==> src/rtl/down_counter_src.sv <==
// Loadable down-counter feeding the zero-detect comparator.
// Every output is a flop, so the downstream detector sees a clean count.
//
//   state  | meaning
//   -------+------------------------------------------------------------
//   S_IDLE | parked, count held, en/ack ignored until the next load
//   S_RUN  | counting down on each enabled edge
//   S_DONE | count at zero, done held until ack or load
module down_counter_src #(
  parameter int WIDTH       = 16,
  parameter bit AUTO_RELOAD = 1'b0
) (
  input  logic             clk,
  input  logic             rst,
  input  logic             load,
  input  logic [WIDTH-1:0] load_val,
  input  logic             en,
  input  logic             ack,
  output logic [WIDTH-1:0] cnt,
  output logic             busy,
  output logic             done
);

  typedef enum logic [1:0] {
    S_IDLE = 2'd0,
    S_RUN  = 2'd1,
    S_DONE = 2'd2
  } state_t;

  localparam logic [WIDTH-1:0] ONE = WIDTH'(1);

  state_t           r_state;
  state_t           w_state_nxt;
  logic [WIDTH-1:0] r_reload_val;
  logic [WIDTH-1:0] w_cnt_nxt;
  logic [WIDTH-1:0] w_reload_nxt;

  always_comb begin
    w_state_nxt  = r_state;
    w_cnt_nxt    = cnt;
    w_reload_nxt = r_reload_val;
    if (load) begin
      w_cnt_nxt    = load_val;
      w_reload_nxt = load_val;
      w_state_nxt  = (load_val != '0) ? S_RUN : S_DONE;
    end else begin
      case (r_state)
        S_IDLE: w_state_nxt = S_IDLE;
        S_RUN: begin
          // RUN is never entered at zero, so the <=1 branch is the terminal count
          if (en) begin
            if (cnt > ONE) begin
              w_cnt_nxt = cnt - ONE;
            end else begin
              w_cnt_nxt   = '0;
              w_state_nxt = S_DONE;
            end
          end
        end
        S_DONE: begin
          w_cnt_nxt = '0;
          if (ack) begin
            if (AUTO_RELOAD) begin
              w_cnt_nxt   = r_reload_val;
              w_state_nxt = (r_reload_val != '0) ? S_RUN : S_DONE;
            end else begin
              w_state_nxt = S_IDLE;
            end
          end
        end
        default: w_state_nxt = S_IDLE;
      endcase
    end
  end

  always_ff @(posedge clk) begin
    if (rst) begin
      r_state      <= S_IDLE;
      cnt          <= '0;
      r_reload_val <= '0;
      busy         <= 1'b0;
      done         <= 1'b0;
    end else begin
      r_state      <= w_state_nxt;
      cnt          <= w_cnt_nxt;
      r_reload_val <= w_reload_nxt;
      busy         <= (w_state_nxt == S_RUN);
      done         <= (w_state_nxt == S_DONE);
    end
  end

endmodule

==> config.mk <==
export PLATFORM = sky130hd
export DESIGN_NAME = down_counter_src
export DESIGN_NICKNAME = d
export VERILOG_FILES = /design/src/rtl/down_counter_src.sv
export SDC_FILE = /design/constraint.sdc
export NUM_CORES = 1
export LEC_CHECK = 0
export CAP_MARGIN = 20
export CORE_MARGIN = 4
export CORE_UTILIZATION = 48
export DETAILED_ROUTE_END_ITERATION = 12
export GPL_ROUTABILITY_DRIVEN = 1
export GPL_TIMING_DRIVEN = 0
export MAX_ROUTING_LAYER = met4
export PLACE_DENSITY = 0.78
export SYNTH_ARGS = -nofsm -noshare
export SYNTH_HDL_FRONTEND = slang
export SYNTH_SLANG_ARGS = --single-unit
==> constraint.sdc <==
create_clock -name clk -period 2.2 [get_ports clk]
set_input_delay 0.33 -clock clk [delete_from_list [all_inputs] [get_ports clk]]
set_output_delay 0.33 -clock clk [all_outputs]
set_load 0.02 [all_outputs]
Yosys cells after proc, flatten, opt, wreduce, memory -nomap -nowiden
Cells that the tools add are included.
{"block": "totals", "register_bits": 20, "in_bits": 21, "output_inout_bits": 18, "wordCells": 24}
{"block": "classes", "addsub": 1, "n_lt_le_gt_ge": 1, "n_eq_ne": 5, "n_mux": 10, "reduce_logical": 3}
{"cell": "$mux 16", "count": 3}
{"cell": "$pmux 16 s2", "count": 1}
{"cell": "$gt 16x1->1 const B", "count": 1}
{"cell": "$reduce_bool 16->1", "count": 1}
{"cell": "$sub 16x1->16 const B", "count": 1}
{"cell": "$mux 2", "count": 5}
{"cell": "$eq 2x1->1 const B", "count": 2}
{"cell": "$eq 2x2->1 const B", "count": 2}
{"cell": "$pmux 2 s2", "count": 1}
{"cell": "$ne 3x3->1 const B", "count": 1}
{"cell": "$reduce_bool 3->1", "count": 1}
{"cell": "$reduce_and 2->1", "count": 1}

Logic depth before layout (Yosys ltp)
Gate-level depths: netlist of run 1.
{"block": "depth", "word_depth": 6, "depth_mapped": 9}

Worst setup path after synthesis of run 1
OpenSTA, ideal clock, no wires.
{"block": "synth_path", "path_kind": "reg2reg", "start": "register cnt[0]", "end": "register done", "setup_ps": 111, "arrival_ps": 1890, "required_time_ps": 2089, "slack_ps": 200, "path_stages_with_launch": 10, "cell_sequence": "dfxtp_1 > inv_1 > ha_1 > buf_2 > o21ba_2 > buf_4 > and4_2 > a21oi_1 > o21a_1 > nor2_2"}
{"block": "synth_via", "elab_chain_cells": 6}
{"element": "start, declared", "line_no": "19", "text": "output logic [WIDTH-1:0] cnt,"}
{"element": "start signal, assigned", "line_no": "85", "text": "cnt <= w_cnt_nxt;"}
{"element": "$gt 16x1->1", "line_no": "52", "text": "if (cnt > ONE) begin"}
{"element": "$mux 2", "line_no": "52"}
{"element": "$mux 2", "line_no": "51", "text": "if (en) begin"}
{"element": "$pmux 2 s2", "line_no": "47", "text": "case (r_state)"}
{"element": "$mux 2", "line_no": "42", "text": "if (load) begin"}
{"element": "$eq 2x2->1", "line_no": "88", "text": "done <= (w_state_nxt == S_DONE);"}
{"element": "end signal, assigned", "line_no": "88"}
{"element": "end, declared", "line_no": "21", "text": "output logic done"}
Every way passes these cells.
A chain may end at the register's enable or synchronous reset.

Worst setup path after layout of run 1
{"block": "layout_path", "start": "register cnt[0]", "end": "register cnt[3]"}
{"block": "layout_via", "elab_chain_cells": 5, "elab_cells_between_ends": 6, "cone_classes": "1 x add/sub; 1 x order compare; 4 x mux"}
{"element": "$sub 16x1->16 or $gt 16x1->1 (tied branches)", "line_no": "53, 52"}
{"element": "$mux 16 *", "line_no": "52"}
{"element": "$mux 16 *", "line_no": "51"}
{"element": "$pmux 16 s2 *", "line_no": "47"}
{"element": "$mux 16 *", "line_no": "42"}
Every way passes the cells marked *; elsewhere a longest branch is shown, timed or not. The select of a mux whose other input is x is not followed.

==> results of run 1 <==
[final cells by class]
type / count / area [um^2] / area share [%]
sequential: 20 / 402 / 21.2
multi-input combinational: 128 / 930 / 49.1
timing repair buffer: 38 / 380 / 20.1
buffer: 10 / 83.8 / 4.43
clock buffer: 4 / 36.3 / 1.92
tap: 31 / 38.8 / 2.05
inverter: 6 / 22.5 / 1.19
[synth_stat cells (5+ instances only)]
master | count | area share (%)
sky130_fd_sc_hd__nor2_1 | 10 | 2.6
sky130_fd_sc_hd__dfxtp_1 | 20 | 28
sky130_fd_sc_hd__a31oi_1 | 6 | 2.6
sky130_fd_sc_hd__a21oi_1 | 14 | 4.9
sky130_fd_sc_hd__a22oi_1 | 8 | 4.2
sky130_fd_sc_hd__nor4_1 | 6 | 2.6
sky130_fd_sc_hd__o21ai_0 | 6 | 2.1
sky130_fd_sc_hd__a32oi_1 | 7 | 4.3
sky130_fd_sc_hd__inv_1 | 6 | 1.6
sky130_fd_sc_hd__buf_2 | 5 | 1.7
sky130_fd_sc_hd__nand2_1 | 9 | 2.4
[logic make-up (layout without fill, tap and decap cells)]
group           Yosys count  count (layout)  synth area share [%]
compound gates           63              63                  34.9
simple gates             61              61                  26.2
fa+ha+maj                 4               4                  3.49
buf+inv                  16              58                  7.42
flops                    20              20                  27.9
[worst max-delay path by stage]
stage / from / endpoint / slack [ps] / cells after the start
detailed placement: load / done$_SDFF_PP0_ / 30 / 6
floorplan: cnt[0]$_SDFFE_PP0P_ / done$_SDFF_PP0_ / 200 / 9
global route: cnt[0]$_SDFFE_PP0P_ / cnt[3]$_SDFFE_PP0P_ / 4 / 8
finish: cnt[0]$_SDFFE_PP0P_ / cnt[3]$_SDFFE_PP0P_ / 130 / 8
global placement: load / done$_SDFF_PP0_ / 50 / 6
CTS: cnt[0]$_SDFFE_PP0P_ / cnt[3]$_SDFFE_PP0P_ / 100 / 8
[worst max-delay path, cell delays in order (launching register included)]
cell and delay, ps:
sky130_fd_sc_hd__dfxtp_2 380, sky130_fd_sc_hd__inv_1 100, sky130_fd_sc_hd__ha_1 200, sky130_fd_sc_hd__buf_2 170, sky130_fd_sc_hd__o21ba_2 220, sky130_fd_sc_hd__buf_4 180, sky130_fd_sc_hd__a211oi_4 400, sky130_fd_sc_hd__a32oi_1 170
sky130_fd_sc_hd__a31oi_1 180
[metal layers]
metal	GRT usage [%]	wire length (um)	vias to the layer above
met2	38.9	2140	98
met4	7.99	48	0
met5	-	0	-
li1	-	-	732
met3	3.96	380	6
met1	31.6	1940	755
[state kept, by name (all words and copies together), names as in the netlist]
register  flops
busy          1
cnt          16
r_state       2
done          1
[per-stage QoR]
stage | area, um^2 | setup WS, ps | instances
2_1_floorplan | 1430 | 200 | 164
3_3_place_gp | 1850 | 46.1 | 233
3_5_place_dp | 1850 | 32.2 | 233
4_1_cts | 1890 | 95.8 | 237
5_1_grt | 1890 | 4.44 | 237
6_report | 1890 | 129 | 237
[where the power goes]
part	internal, W	switching, W
Combinational	0.000186	0.000228
Sequential	0.000392	0.0000471
Clock	0.000101	0.000124
[timing repair]
item / in CTS / in global routing
hold buffers: 0 / 0
setup endpoints to repair: 0 / 5
setup buffers: 0 / 0
resized for setup: 0 / 2
==> qor.txt, run 1 <==
FLOORPLAN
-------------------------------------------------------------------------------------------------
Initial Utilization ................................................................        51.1%
Die width ..........................................................................      62.6 um
Io pins ............................................................................           39
Std cell rows ......................................................................           19
Total die area .....................................................................    3920 um^2
DIE HEIGHT .........................................................................      62.6 um
Placeable core region ..............................................................    2810 um^2

POWER
-------------------------------------------------------------------------------------------------
Final total power ..................................................................    0.00108 W
Leakage component of the power .....................................................     0.667 nW
Ratio of total power to cell area ..................................................  569 nW/um^2
Highest ir drop seen on vdd ........................................................       386 uV

PLACE
-------------------------------------------------------------------------------------------------
Port-buffer cells ..................................................................           38
Routability cong. ..................................................................        0.963
Sum of net half-perimeters after detailed placement ................................      3360 um

YOSYS
-------------------------------------------------------------------------------------------------
Number of distinct library cell variants in the gate-level netlist after synthesis .           51
Sequential share of the synthesized area ...........................................        27.9%
Post-Syn Instances .................................................................          164
Number of enable-type register cells in the synthesized netlist ....................            0
Synth warnings .....................................................................            0
Synth Net Count ....................................................................          189
Async set-or-reset flop fraction in the synthesized netlist ........................           0%
Dominant register cell in the synthesized netlist .................................. sky130_fd_sc_hd__dfxtp_1
Per-instance average area after synthesis ..........................................    8.74 um^2
Post-Synthesis Cell Area ...........................................................    1430 um^2
Synth Register Bits ................................................................           20

CLOCK NETWORK
-------------------------------------------------------------------------------------------------
CTS sink count .....................................................................           20
Clock buffer count from CTS ........................................................            3
Clock-pin slew of the registers on the worst-case setup and hold paths .............       120 ps
Clk Latency, worst-skew pair .......................................................       310 ps
CTS tree ...........................................................................         done
H-Tree Level Count .................................................................            1
Clock Tree Buf Depth ...............................................................            2
Clock root cell .................................................................... sky130_fd_sc_hd__clkbuf_4

WORST SETUP PATH
-------------------------------------------------------------------------------------------------
Reg2Reg Capture Point .............................................................. cnt[3]$_SDFFE_PP0P_
Critical path launch point type ....................................................         flop
Crit path DAT ......................................................................      2320 ps
Start of the worst register-to-register path ....................................... cnt[0]$_SDFFE_PP0P_
Worst path required time ...........................................................      2450 ps
Worst setup path class .............................................................   reg -> reg
Setup slack on the worst flop-to-flop path .........................................       130 ps
Largest driver fanout on the critical path .........................................            9
Worst Reg2Reg Path Length in Cells .................................................            8
Sort of element at the end of the critical path ....................................         flop

FINAL LAYOUT
-------------------------------------------------------------------------------------------------
Final core area utilization ........................................................        67.5%
Top library cells by usage in the layout, fill and taps aside ...................... sky130_fd_sc_hd__clkdlybuf4s50_1, sky130_fd_sc_hd__dfxtp_1, sky130_fd_sc_hd__a21oi_1, sky130_fd_sc_hd__nor2_1, sky130_fd_sc_hd__nand2_1
Layout cells sized above 1 .........................................................        15.5%
Filler cell count ..................................................................          244
Nets@finish ........................................................................          232
Relative area change from synthesis to final layout ................................        32.1%
ANT cells ..........................................................................            0
Most frequent standard cell in the layout excluding fill and tap cells ............. sky130_fd_sc_hd__clkdlybuf4s50_1

TIMING
-------------------------------------------------------------------------------------------------
RSZ-0062 raised after global routing ...............................................           no
Final-report hold violation count ..................................................            0
Transition time at the pin with the least slew margin ..............................       505 ps
Period Utilization, post-route .....................................................        94.1%
Worst slew slack as a fraction of its limit ........................................        66.2%
Shortest clock period the worst path allows after layout ...........................      2070 ps
Final Max Slew Viols ...............................................................            0
Max Clock Skew .....................................................................      6.29 ps
Final setup violation count ........................................................            0
Worst hold slack across all endpoints ..............................................       534 ps
Highest achievable clock rate ......................................................      483 MHz
Setup TNS ..........................................................................         0 ps

WORST HOLD PATH
-------------------------------------------------------------------------------------------------
Path type of the worst min-delay path ..............................................   reg -> reg
Instance count along the most critical hold path ...................................            2
Endpoint, Worst Hold ............................................................... cnt[11]$_SDFFE_PP0P_
Hold Crit Start .................................................................... cnt[11]$_SDFFE_PP0P_

ROUTE
-------------------------------------------------------------------------------------------------
Wire length after detailed routing .................................................      4510 um
DRC violation count after routing ..................................................            0
Residual antenna-violating net count after detailed routing ........................            0
Total iterations of the first detailed-routing run .................................            5
Routed via count ...................................................................         1591
Routed length per placed instance ..................................................      19.0 um
Via count normalized by instance count .............................................         6.71
Iteration-0 DRC count of the detailed router .......................................          164

GLOBAL ROUTING
-------------------------------------------------------------------------------------------------
Global-route usage over all layers .................................................        24.5%
Maximum number of pins on one net before global-route repair .......................           12
Vias in the first global route .....................................................         1564
Overflow left after global routing .................................................            0
Initial antenna violation count ....................................................            0
Global-route wire length before repair .............................................      7620 um

RUN STATUS
-------------------------------------------------------------------------------------------------
Run status ......................................................................... complete, no violations

FLOW RUN
-------------------------------------------------------------------------------------------------
Number of violations of the max-capacitance limit ..................................            0

Note: power is estimated with default switching activity, not from simulation.
==> run 2, diff against run 1 <==
--- a/config.mk
+++ b/config.mk
@@ -13,5 +13,5 @@
 export GPL_TIMING_DRIVEN = 0
 export MAX_ROUTING_LAYER = met4
-export PLACE_DENSITY = 0.78
+export PLACE_DENSITY = 0.81
 export SYNTH_ARGS = -nofsm -noshare
 export SYNTH_HDL_FRONTEND = slang
==> constraint.sdc (replaced) <==
create_clock -name clk -period 2.2 [get_ports clk]
set_input_delay 0.33 -clock clk [delete_from_list [all_inputs] [get_ports clk]]
set_output_delay 0.33 -clock clk [all_outputs]
set_load 0.1 [all_outputs]
==> run 2 against run 1 <==
  * Power is 12% higher
  * Worst setup slack worse by 65 ps
  * Clock-buffer cell count stayed put
  * Fmax is 3.0% lower
  * First-iteration DRC count is 34% lower
  * Global-route usage is 0.21 points lower
  * Non-clock buffer count is 3 higher
  * Die area stayed put
==> qor.txt, run 2 (synthesis results as in run 1) <==
CLOCK NETWORK
-------------------------------------------------------------------------------------
Clock Tree Buf Depth ...................................................            2
Clock buffer count from CTS ............................................            3
Clock root cell ........................................................ sky130_fd_sc_hd__clkbuf_4
H-Tree Level Count .....................................................            1
CTS sink count .........................................................           20
Clk Latency, worst-skew pair ...........................................       310 ps
Clock-pin slew of the registers on the worst-case setup and hold paths .       130 ps
CTS tree ...............................................................         done

WORST SETUP PATH
-------------------------------------------------------------------------------------
Launching instance or port of the critical path ........................ cnt[1]$_SDFFE_PP0P_
Crit-path leading delay family ......................................... buffers and inverters
Worst setup path class .................................................   reg -> out
Critical path launch point type ........................................         flop
Sort of element at the end of the critical path ........................  output port
Largest driver fanout on the critical path .............................            3
Crit path max-delay cell type .......................................... sky130_fd_sc_hd__clkdlybuf4s50_1
Crit path largest cell delay ...........................................      1120 ps
Buffers and inverters on the worst path ................................            1
Start of the worst register-to-register path ........................... cnt[0]$_SDFFE_PP0P_
Series of cell instances along the critical path ....................... clkdlybuf4s50_1
Worst path required time ...............................................      1870 ps
Crit path DAT ..........................................................      1810 ps

FLOORPLAN
-------------------------------------------------------------------------------------
Die width ..............................................................      62.6 um
Initial Utilization ....................................................        51.1%
Io pins ................................................................           39
Total die area .........................................................    3920 um^2
DIE HEIGHT .............................................................      62.6 um
Std cell rows ..........................................................           19
Placeable core region ..................................................    2810 um^2

FINAL LAYOUT
-------------------------------------------------------------------------------------
Most frequent standard cell in the layout excluding fill and tap cells . sky130_fd_sc_hd__clkdlybuf4s50_1
Registers with the highest flip-flop counts ............................ cnt: 16 flops, r_state: 2 flops
Largest register by flop count .........................................          cnt
Top library cells by usage in the layout, fill and taps aside .......... sky130_fd_sc_hd__clkdlybuf4s50_1, sky130_fd_sc_hd__dfxtp_1, sky130_fd_sc_hd__a21oi_1, sky130_fd_sc_hd__dlygate4sd2_1, sky130_fd_sc_hd__nor2_1
Non-filler cells in the finished layout ................................          240
Largest register FFs ...................................................           16
ANT cells ..............................................................            0
Nets@finish ............................................................          235
Final core area utilization ............................................        68.0%
Layout cells sized above 1 .............................................        17.7%
Relative area change from synthesis to final layout ....................        33.1%
Filler cell count ......................................................          249

GLOBAL ROUTING
-------------------------------------------------------------------------------------
Overflow left after global routing .....................................            0
Maximum number of pins on one net before global-route repair ...........           12
Initial antenna violation count ........................................            0
Global-route wire length before repair .................................      7550 um
Vias in the first global route .........................................         1543
Global-route usage over all layers .....................................        24.2%

ROUTE
-------------------------------------------------------------------------------------
Wire length after detailed routing .....................................      4580 um
DRC violation count after routing ......................................            0
Via count normalized by instance count .................................         6.59
Total iterations of the first detailed-routing run .....................            4
Routed via count .......................................................         1581
Routed length per placed instance ......................................      19.1 um
Iteration-0 DRC count of the detailed router ...........................          108
Residual antenna-violating net count after detailed routing ............            0

TIMING
-------------------------------------------------------------------------------------
Worst slew slack as a fraction of its limit ............................        34.4%
Highest achievable clock rate ..........................................      468 MHz
Final Max Slew Viols ...................................................            0
Final-report hold violation count ......................................            0
Transition time at the pin with the least slew margin ..................       981 ps
Final Worst Setup Slack ................................................      64.0 ps
Max Clock Skew .........................................................      13.7 ps
Period Utilization, post-route .........................................        97.1%
Shortest clock period the worst path allows after layout ...............      2140 ps
Worst hold slack across all endpoints ..................................       525 ps
Final setup violation count ............................................            0

PLACE
-------------------------------------------------------------------------------------
Sum of net half-perimeters after detailed placement ....................      3440 um
Worst setup slack after placement ......................................      59.2 ps
Instance count after placement with tap cells included .................          233
Routability cong. ......................................................        0.952
Port-buffer cells ......................................................           38

POWER
-------------------------------------------------------------------------------------
Ratio of total power to cell area ......................................  630 nW/um^2
Highest ir drop seen on vdd ............................................       311 uV
Leakage component of the power .........................................     0.765 nW

RUN STATUS
-------------------------------------------------------------------------------------
Run status ............................................................. complete, no violations

WORST HOLD PATH
-------------------------------------------------------------------------------------
Hold Crit Start ........................................................ cnt[11]$_SDFFE_PP0P_
Path type of the worst min-delay path ..................................   reg -> reg

FLOW RUN
-------------------------------------------------------------------------------------
Number of violations of the max-capacitance limit ......................            0

==> run 2: routing by layer <==
metal	share of wire, %	track usage, %	up-vias
li1	-	-	739
met1	42	31.0	730
met2	48	39.1	98
met3	7.7	3.96	14
met4	2.4	7.44	0
met5	0	-	-
==> run 2: stage by stage <==
step / setup TNS (ps) / power (W) / instance area [um^2]
3_3_place_gp: 0 / 0.00101 / 1860
2_1_floorplan: 0 / 0.000858 / 1440
5_1_grt: -44.5 / 0.00126 / 1910
4_1_cts: 0 / 0.00119 / 1870
6_report: 0 / 0.00120 / 1910
3_5_place_dp: 0 / 0.00102 / 1860
==> run 2: cell type report <==
| type | instances | area, um^2 | area share [%] |
|---|---|---|---|
| Buffer | 10 | 83.8 | 4.40 |
| Inverter | 6 | 22.5 | 1.18 |
| Multi-Input combinational cell | 128 | 930 | 48.8 |
| Timing Repair Buffer | 41 | 395 | 20.7 |
| Sequential cell | 20 | 410 | 21.5 |
| Clock buffer | 4 | 26.3 | 1.38 |
| Tap cell | 31 | 38.8 | 2.03 |
==> run 2: what timing repair did <==
item	CTS	global route
resized for setup	12	4
pin swaps	0	1
hold buffers	0	0
endpoints found under the setup margin	12	7
buffers inserted	0	3
==> run 2: power breakdown <==
group	internal, W	switching [W]
combinational	0.000176	0.000397
clock	0.0000708	0.000122
sequential	0.000392	0.0000448
==> run 2: path summary, 6_finish.rpt <==
check	endpoint	slack, ps	cells past startpoint
max	cnt[1]	60	1
min	cnt[11]$_SDFFE_PP0P_	520	2
max reg2reg	cnt[4]$_SDFFE_PP0P_	130	9
min reg2reg	cnt[11]$_SDFFE_PP0P_	520	2
==> run 3, diff against run 2 <==
CTS_CLUSTER_DIAMETER = 50   (was not set)
==> results of run 3 <==
Final layout, timing and power as in run 2 (identical DEF).
